--- config.mk ---
export PLATFORM = sky130hd
export DESIGN_NAME = pc_fetch_unit
export DESIGN_NICKNAME = d
export VERILOG_FILES = /design/src/rtl/pc_fetch_unit.sv
export SDC_FILE = /design/constraint.sdc
export NUM_CORES = 1
export LEC_CHECK = 0
export BUFFER_PORTS_ARGS = -buffer_cell sky130_fd_sc_hd__buf_4
export CAP_MARGIN = 10
export CORE_UTILIZATION = 50
export DETAILED_ROUTE_END_ITERATION = 8
export PLACE_DENSITY = 0.77
export SLEW_MARGIN = 20
export SYNTH_ARGS = -nofsm -noshare
export SYNTH_HDL_FRONTEND = slang
export SYNTH_SLANG_ARGS = --single-unit
export TNS_END_PERCENT = 5
--- constraint.sdc ---
create_clock -name clk_i -period 2.5 [get_ports clk_i]
set_clock_uncertainty 0.1 [all_clocks]
set_input_delay 0 -clock clk_i [delete_from_list [all_inputs] [get_ports clk_i]]
set_output_delay 0 -clock clk_i [all_outputs]
set_load 0.01 [all_outputs]
--- src/rtl/pc_fetch_unit.sv ---
// PC register and instruction-fetch sequencer for the 16-bit multicycle datapath.
// Owns PC and IR and runs the memory req/ack handshake with a timeout.
module pc_fetch_unit #(
   parameter logic [15:0] RESET_PC = 16'h0000,
   parameter logic [7:0]  TIMEOUT  = 8'd255
) (
   input  logic        clk_i,
   input  logic        rst_i,
   input  logic [15:0] pc_next_i,
   input  logic        pc_write_i,
   input  logic        pc_write_cond_i,
   input  logic        zero_i,
   input  logic        fetch_start_i,
   input  logic [15:0] mem_rdata_i,
   input  logic        mem_ack_i,
   output logic [15:0] pc_o,
   output logic [15:0] pc_plus2_o,
   output logic [15:0] mem_addr_o,
   output logic        mem_req_o,
   output logic [15:0] ir_o,
   output logic        ir_valid_o,
   output logic        busy_o,
   output logic        misalign_err_o,
   output logic        bus_err_o
);

   typedef enum logic [1:0] {S_IDLE, S_FETCH, S_DONE} state_t;

   state_t      state_q, state_d;
   logic [15:0] pc_q, pc_d;
   logic [15:0] ir_q, ir_d;
   logic [15:0] pend_pc_q, pend_pc_d;
   logic        pend_vld_q, pend_vld_d;
   logic [7:0]  timer_q, timer_d;
   logic        misalign_q, misalign_d;
   logic        bus_err_q, bus_err_d;

   logic        pc_load;
   logic [15:0] fetch_tgt;

   assign pc_load   = pc_write_i | (pc_write_cond_i & zero_i);
   assign fetch_tgt = pc_load ? pc_next_i : pc_q;

   always_ff @(posedge clk_i or posedge rst_i) begin
      if (rst_i) begin
         state_q    <= S_IDLE;
         pc_q       <= RESET_PC;
         ir_q       <= 16'h0000;
         pend_pc_q  <= 16'h0000;
         pend_vld_q <= 1'b0;
         timer_q    <= 8'd0;
         misalign_q <= 1'b0;
         bus_err_q  <= 1'b0;
      end else begin
         state_q    <= state_d;
         pc_q       <= pc_d;
         ir_q       <= ir_d;
         pend_pc_q  <= pend_pc_d;
         pend_vld_q <= pend_vld_d;
         timer_q    <= timer_d;
         misalign_q <= misalign_d;
         bus_err_q  <= bus_err_d;
      end
   end

   always_comb begin
      state_d    = state_q;
      pc_d       = pc_q;
      ir_d       = ir_q;
      pend_pc_d  = pend_pc_q;
      pend_vld_d = pend_vld_q;
      timer_d    = timer_q;
      misalign_d = 1'b0;
      bus_err_d  = 1'b0;

      case (state_q)
         S_IDLE: begin
            if (pc_load) pc_d = pc_next_i;
            if (fetch_start_i) begin
               if (fetch_tgt[0]) begin
                  misalign_d = 1'b1;
               end else begin
                  state_d = S_FETCH;
                  timer_d = 8'd0;
               end
            end
         end
         S_FETCH: begin
            // PC must hold the fetch address, so loads are parked until exit.
            if (pc_load) begin
               pend_pc_d  = pc_next_i;
               pend_vld_d = 1'b1;
            end
            if (mem_ack_i) begin
               ir_d    = mem_rdata_i;
               state_d = S_DONE;
               timer_d = 8'd0;
            end else if (timer_q == TIMEOUT - 8'd1) begin
               bus_err_d  = 1'b1;
               state_d    = S_IDLE;
               timer_d    = 8'd0;
               pend_vld_d = 1'b0;
               if (pc_load)         pc_d = pc_next_i;
               else if (pend_vld_q) pc_d = pend_pc_q;
            end else begin
               timer_d = timer_q + 8'd1;
            end
         end
         S_DONE: begin
            state_d    = S_IDLE;
            pend_vld_d = 1'b0;
            if (pc_load)         pc_d = pc_next_i;
            else if (pend_vld_q) pc_d = pend_pc_q;
         end
         default: begin
            state_d = S_IDLE;
         end
      endcase
   end

   assign pc_o           = pc_q;
   assign pc_plus2_o     = pc_q + 16'd2;
   assign mem_addr_o     = pc_q;
   assign mem_req_o      = (state_q == S_FETCH);
   assign ir_o           = ir_q;
   assign ir_valid_o     = (state_q == S_DONE);
   assign busy_o         = (state_q != S_IDLE);
   assign misalign_err_o = misalign_q;
   assign bus_err_o      = bus_err_q;

endmodule

[Yosys cells after proc, flatten, opt, wreduce, memory -nomap -nowiden]
Index checks and enable logic that the tools add are counted.
Storage, ports and cells
  bits in registers: 61
  input port bits: 39
  output and inout port bits: 69
  word-level logic and storage cells: 59
Operators by class
  add/sub/neg operators: 2
  equal/unequal tests: 9
  multiplexer cells: 26
  bitwise gates (word level): 2
  reductions and logical operators: 11
Operators with widths (number)
  $mux W16: 5
  $pmux W16 S3: 1
  $mux W8: 4
  $add A16 B2 Y16 const B: 1
  $pmux W8 S2: 1
  $mux W1: 9
  $reduce_and A3 Y1: 3
  $add A8 B1 Y8 const B: 1
  $eq A8 B8 Y1 const B: 1
  $mux W2: 4
  $ne A2 B2 Y1 const B: 4
  $reduce_bool A2 Y1: 3
  $pmux W2 S2: 1
  $reduce_and A2 Y1: 2
  $reduce_and A4 Y1: 1
  $ne A3 B2 Y1 const B: 1
  $reduce_bool A3 Y1: 1
  $eq A2 B1 Y1 const B: 1
  $eq A2 B2 Y1 const B: 1
  $logic_not A2 Y1: 1
  $ne A2 B1 Y1 const B: 1
  $pmux W1 S2: 1
  $and A1 B1 Y1: 1
  $or A1 B1 Y1: 1

[Depth between registers and ports, before layout]
  depth after elaboration: 6
  gate-level depth with buffers: 8
  mapped depth without buffers: 7

[Worst setup path before layout]
No wires, ideal clock.
  kind: register to register
  from: register state_q[1]
  to: register ir_q[0] (netlist: ir_o[0])
  library setup time: 0.125 ns
  arrival time: 1.652 ns
  data required time: 2.275 ns
  setup slack: 0.623 ns
  cell stages (with the launch flop): 6
  buffers on the path: 1
  period minus slack after synthesis: 1.877 ns
  cells stage by stage: dfrtp_1 -> inv_1 -> ha_1 -> nand2_1 -> clkbuf_1 -> mux2_2
On the way
  word-level cells in the longest chain between the ends: 2
RTL lines
  from (decl): line 29  | state_t state_q, state_d;
  from (signal assigned): line 55  | state_q <= state_d;
  $eq A2 B1 Y1
  net mem_req_o: line 19  | output logic mem_req_o,
  $reduce_and A2 Y1 (no line)
  to (signal assigned): line 57  | ir_q <= ir_d;
  to (decl): line 31  | logic [15:0] ir_q, ir_d;
The timed path passes the listed nets, and every way through them passes these cells.
A chain may end at the register's enable or synchronous reset.

[Worst setup path after layout]
  from: register pc_q[4] (netlist: mem_addr_o[4])
  to: output pc_plus2_o[15]
On the way
  word-level cells in the longest chain between the ends: 1
RTL lines
  from (decl): line 30  | logic [15:0] pc_q, pc_d;
  from (signal assigned): line 56  | pc_q <= pc_d;
  $add A16 B2 Y16: line 122  | assign pc_plus2_o = pc_q + 16'd2;
  to (decl): line 17  | output logic [15:0] pc_plus2_o,
Every way passes these cells.

==> impl_results.html <==
<table>
<tr><th>Metric</th><th>Value</th></tr>
<tr><th colspan="2">Placed design</th></tr>
<tr><td>Port bufs</td><td>~110</td></tr>
<tr><td>GP Congestion</td><td>approximately 0.78</td></tr>
<tr><td>Placed cell count</td><td>about 450</td></tr>
<tr><td>Half-perimeter wire length after placement</td><td>approximately 5000 µm</td></tr>
<tr><td>Placed cell areas</td><td>3885 µm²</td></tr>
<tr><th colspan="2">Drt</th></tr>
<tr><td>Average detailed-routed wire length per instance</td><td>14.77 µm</td></tr>
<tr><td>Total length of routed wires</td><td>about 7500 µm</td></tr>
<tr><td>DRT Pass-1 Iters</td><td>4</td></tr>
<tr><td>Post-detailed-route DRC marker count</td><td>0</td></tr>
<tr><td>Via density per instance</td><td>approximately 5.3</td></tr>
<tr><td>Initial DRC Count</td><td>about 160</td></tr>
<tr><td>Via total after detailed routing</td><td>around 2,700</td></tr>
<tr><td>Residual antenna-violating net count after detailed routing</td><td>0</td></tr>
<tr><th colspan="2">Timing</th></tr>
<tr><td>Worst Tran Pin Value</td><td>about 0.68 ns</td></tr>
<tr><td>Share of the cycle needed by the critical path after routing</td><td>a little over four fifths</td></tr>
<tr><td>Post-route setup TNS</td><td>0 ns</td></tr>
<tr><td>Setup repair after global routing missed its margin</td><td>false</td></tr>
<tr><td>Peak clock frequency supported by timing</td><td>roughly 0.48 GHz</td></tr>
<tr><td>Minimum clock period</td><td>2.087 ns</td></tr>
<tr><td>Max-slew violations</td><td>0</td></tr>
<tr><td>Min Hold Slack</td><td>0.05393 ns</td></tr>
<tr><td>Endpoints failing hold</td><td>0</td></tr>
<tr><td>Slew Limit Headroom</td><td>a little over half</td></tr>
<tr><td>Final count of negative-setup-slack endpoints</td><td>0</td></tr>
<tr><th colspan="2">Yosys</th></tr>
<tr><td>Warning count from the yosys run</td><td>0</td></tr>
<tr><td>Top cell type's share of synthesized area</td><td>between 40% and 50%</td></tr>
<tr><td>Synth Area per Inst</td><td>10.59 µm²</td></tr>
<tr><td>Syn Nets</td><td>341</td></tr>
<tr><td>Post-synthesis sequential area ratio</td><td>about half</td></tr>
<tr><td>Largest cells by area after synthesis</td><td>dfrtp_1 (49%), mux2_2 (12%), buf_4 (4.1%)</td></tr>
<tr><td>Cell area after technology mapping</td><td>3125 µm²</td></tr>
<tr><td>Gate count of the mapped netlist</td><td>between 200 and 300</td></tr>
<tr><td>Synth area leader</td><td>dfrtp_1</td></tr>
<tr><td>Register bit total from synthesis</td><td>61</td></tr>
<tr><td>Number of distinct library cells after synthesis</td><td>38</td></tr>
<tr><th colspan="2">Floorplanning</th></tr>
<tr><td>Boundary pin count</td><td>roughly 110</td></tr>
<tr><td>Floorplan row count</td><td>28</td></tr>
<tr><td>Die extent in x</td><td>just over 80 µm</td></tr>
<tr><td>Core Region</td><td>about 6000 µm²</td></tr>
<tr><td>Die footprint</td><td>approximately 6600 µm²</td></tr>
<tr><td>Initial cell density of the core</td><td>between 50 and 60%</td></tr>
<tr><td>Chip Height</td><td>81.07 µm</td></tr>
<tr><th colspan="2">CTS</th></tr>
<tr><td>Clock tree from TritonCTS</td><td>done</td></tr>
<tr><td>Root Buffer Master</td><td>clkbuf_8</td></tr>
<tr><td>Post-cts repair resize count</td><td>0</td></tr>
<tr><td>Clk pin slew, worst setup/hold paths</td><td>approximately 0.070 ns</td></tr>
<tr><td>H-tree levels</td><td>3</td></tr>
<tr><td>Sinks on the clock net</td><td>61</td></tr>
<tr><td>Clock latency at the later pin of the worst-skew pair</td><td>0.35 ns</td></tr>
<tr><td>Number of clock buffers inserted by TritonCTS</td><td>9</td></tr>
<tr><td>Maximum clock insertion buffer count</td><td>2</td></tr>
<tr><td>Post-CTS Setup Inserts</td><td>0</td></tr>
<tr><th colspan="2">Setup path</th></tr>
<tr><td>Start point of the critical path</td><td>mem_addr_o[4]</td></tr>
<tr><td>Reg2reg setup slack</td><td>0.46 ns</td></tr>
<tr><td>Arrival time of the worst setup path</td><td>between 1.5 and 2 ns</td></tr>
<tr><td>Required time of the worst setup path</td><td>approximately 2.4 ns</td></tr>
<tr><td>Reg2Reg Launch Point</td><td>state_q[0]</td></tr>
<tr><td>Crit Path Category</td><td>reg2out</td></tr>
<tr><td>Category of the worst setup path capture point</td><td>output pin</td></tr>
<tr><td>Worst r2r path cells</td><td>7</td></tr>
<tr><td>Type of element launching the critical path</td><td>flop</td></tr>
<tr><td>End of the worst register-to-register path</td><td>mem_addr_o[1]</td></tr>
<tr><td>Critical-path maximum fanout</td><td>8</td></tr>
<tr><th colspan="2">Global routing</th></tr>
<tr><td>Pin count of the biggest net entering global routing</td><td>33</td></tr>
<tr><td>Wire length of the first global-routing pass</td><td>12,270 µm</td></tr>
<tr><td>Number of global-route vias before repair</td><td>between 2,000 and 3,000</td></tr>
<tr><td>GRT Resource Usage Total</td><td>25.04%</td></tr>
<tr><td>Number of antenna violations at the first check in global routing</td><td>0</td></tr>
<tr><td>Overflow after GRT</td><td>0</td></tr>
<tr><th colspan="2">Pwr</th></tr>
<tr><td>Sequential cell fraction of total power</td><td>36.3%</td></tr>
<tr><td>Net switching power figure</td><td>around 0.0018 W</td></tr>
<tr><td>P per Cell Area</td><td>about 1100 nW/µm²</td></tr>
<tr><td>Leakage</td><td>approximately 2.1 nW</td></tr>
<tr><td>Internal power component</td><td>0.003071 W</td></tr>
<tr><td>Net switching fraction of the power</td><td>37.42%</td></tr>
<tr><td>Final Power</td><td>0.004907 W</td></tr>
<tr><td>Comb power frac</td><td>47.7%</td></tr>
<tr><td>Worst VDD drop</td><td>~0.00072 V</td></tr>
<tr><td>Clock network fraction of design power</td><td>between 15 and 20%</td></tr>
<tr><th colspan="2">Run status</th></tr>
<tr><td>Run status</td><td>finished, final reports clean</td></tr>
<tr><th colspan="2">Layout</th></tr>
<tr><td>Diodes inserted</td><td>0</td></tr>
<tr><td>FF+latch area</td><td>around 1500 µm²</td></tr>
<tr><td>Final Net Count</td><td>472</td></tr>
<tr><td>Final instance count without filler cells</td><td>506</td></tr>
<tr><td>Area growth syn-to-layout</td><td>41.51%</td></tr>
<tr><td>Most common library cell in the layout ignoring fill and taps</td><td>buf_4</td></tr>
<tr><td>Layout cells sized above 1</td><td>38.52%</td></tr>
<tr><td>Commonest cells after routing, fill and taps aside</td><td>buf_4 (113), dfrtp_1 (61), dlygate4sd3_1 (36)</td></tr>
<tr><td>Area of all placed cells without fillers</td><td>roughly 4400 µm²</td></tr>
<tr><td>Number of inserted filler cells in the final layout</td><td>432</td></tr>
<tr><td>Area of combinational cells with multiple inputs</td><td>approximately 1400 µm²</td></tr>
<tr><th colspan="2">Worst hold path</th></tr>
<tr><td>Worst hold path stage count</td><td>4</td></tr>
<tr><td>End point of the worst hold path</td><td>misalign_err_o</td></tr>
<tr><td>Class of the tightest hold or removal check</td><td>in2reg</td></tr>
<tr><td>Min-delay src</td><td>pc_write_cond_i</td></tr>
<tr><th colspan="2">Flow run</th></tr>
<tr><td>Max Cap Viol</td><td>0</td></tr>
</table>
-- critical path, stage by stage (launching register included) --
cell and delay [ns]:
dfrtp_1 0.49, and4_1 0.33, and4_1 0.23, nand4_1 0.15, nor2_1 0.16, xor2_1 0.15, buf_4 0.13
-- sequential cells by signal, summed over array words and instances (netlist names) --
name and cells:
bus_err_o 1, ir_o 16, mem_addr_o 16, misalign_err_o 1
pend_pc_q 16, pend_vld_q 1, state_q 2, timer_q 8
-- synth_stat cells --
master / instances
nand3b_1: 2
nand2b_4: 1
mux2i_2: 1
ha_1: 7
buf_2: 2
inv_1: 8
and3_1: 18
a21o_1: 1
nand3_1: 13
and4b_1: 1
or2_2: 1
nor2b_1: 1
buf_4: 17
a221oi_1: 1
a221oi_4: 1
mux2_2: 32
a21oi_1: 22
xnor2_1: 9
and2_1: 1
nor2_1: 7
and4_1: 3
clkbuf_1: 9
nand4_1: 4
nand2b_1: 3
or4_1: 2
o41ai_2: 1
o21bai_1: 2
a22oi_1: 1
o31ai_1: 3
a31oi_1: 2
nand2_1: 26
dfrtp_1: 61
xor2_1: 4
nor3_1: 1
a211oi_1: 1
o21ai_0: 24
and2b_1: 1
buf_6: 1
-- timing repair --
item | CTS | global route
hold buffers | 36 | 0
endpoints found under the setup margin | 0 | 0
hold endpoints to repair | 83 | 0
-- how the worst max path moves through the flow --
stage	slack, ns	to
5_1_grt	0.23	pc_plus2_o[15]
6_report	0.41	pc_plus2_o[15]
4_1_cts	0.40	pc_plus2_o[15]
3_5_place_dp	0.50	mem_addr_o[1]
2_1_floorplan	0.62	ir_o[0]
3_3_place_gp	0.55	timer_q[4]
-- cell type report --
type	instances	area share [%]
clock buffers	12	3.508
flip-flops and latches	61	34.51
inverters	8	0.6789
clock inverters	4	0.5092
well taps	75	2.122
multi-input cells	197	31.34
repair buffers	149	27.33
-- metrics by stage --
stage / setup slack, ns / utilization [%]
detailed placement: 0.4989 / 64.85
global route: 0.2253 / 73.83
CTS: 0.4032 / 73.83
floorplan: 0.6231 / -
global placement: 0.5541 / 64.85
finish: 0.4128 / 73.83
-- metal layers --
metal / global-route usage [%] / vias to the layer above / routed length, µm
met1: 30.93 / 1269 / 3150
met4: 6.071 / 0 / 81
li1: - / 1292 / -
met2: 42.27 / 129 / 3611
met5: 0 / - / 0
met3: 8.315 / 9 / 633
-- logic make-up after synthesis --
family	count (synthesis)	synth area share [%]
mux	33	11.97
simple gates	85	14.61
buf+inv	37	6.805
compound gates	59	11.33
xor+xnor	13	3.643
flops	61	48.84
fa+ha+maj	7	2.802
-- power by group through the flow --
| stage | logic, W | clock network [W] | registers [W] |
|---|---|---|---|
| final | 0.00234 | 0.000790 | 0.00178 |
| after detailed placement | 0.00229 | 0 | 0.00178 |
| after floorplan | 0.00133 | 0 | 0.00181 |
| after global routing | 0.00258 | 0.000855 | 0.00183 |
| after CTS | 0.00234 | 0.000801 | 0.00176 |
| after global placement | 0.00224 | 0 | 0.00175 |
Power figures use the tool's default switching activity.
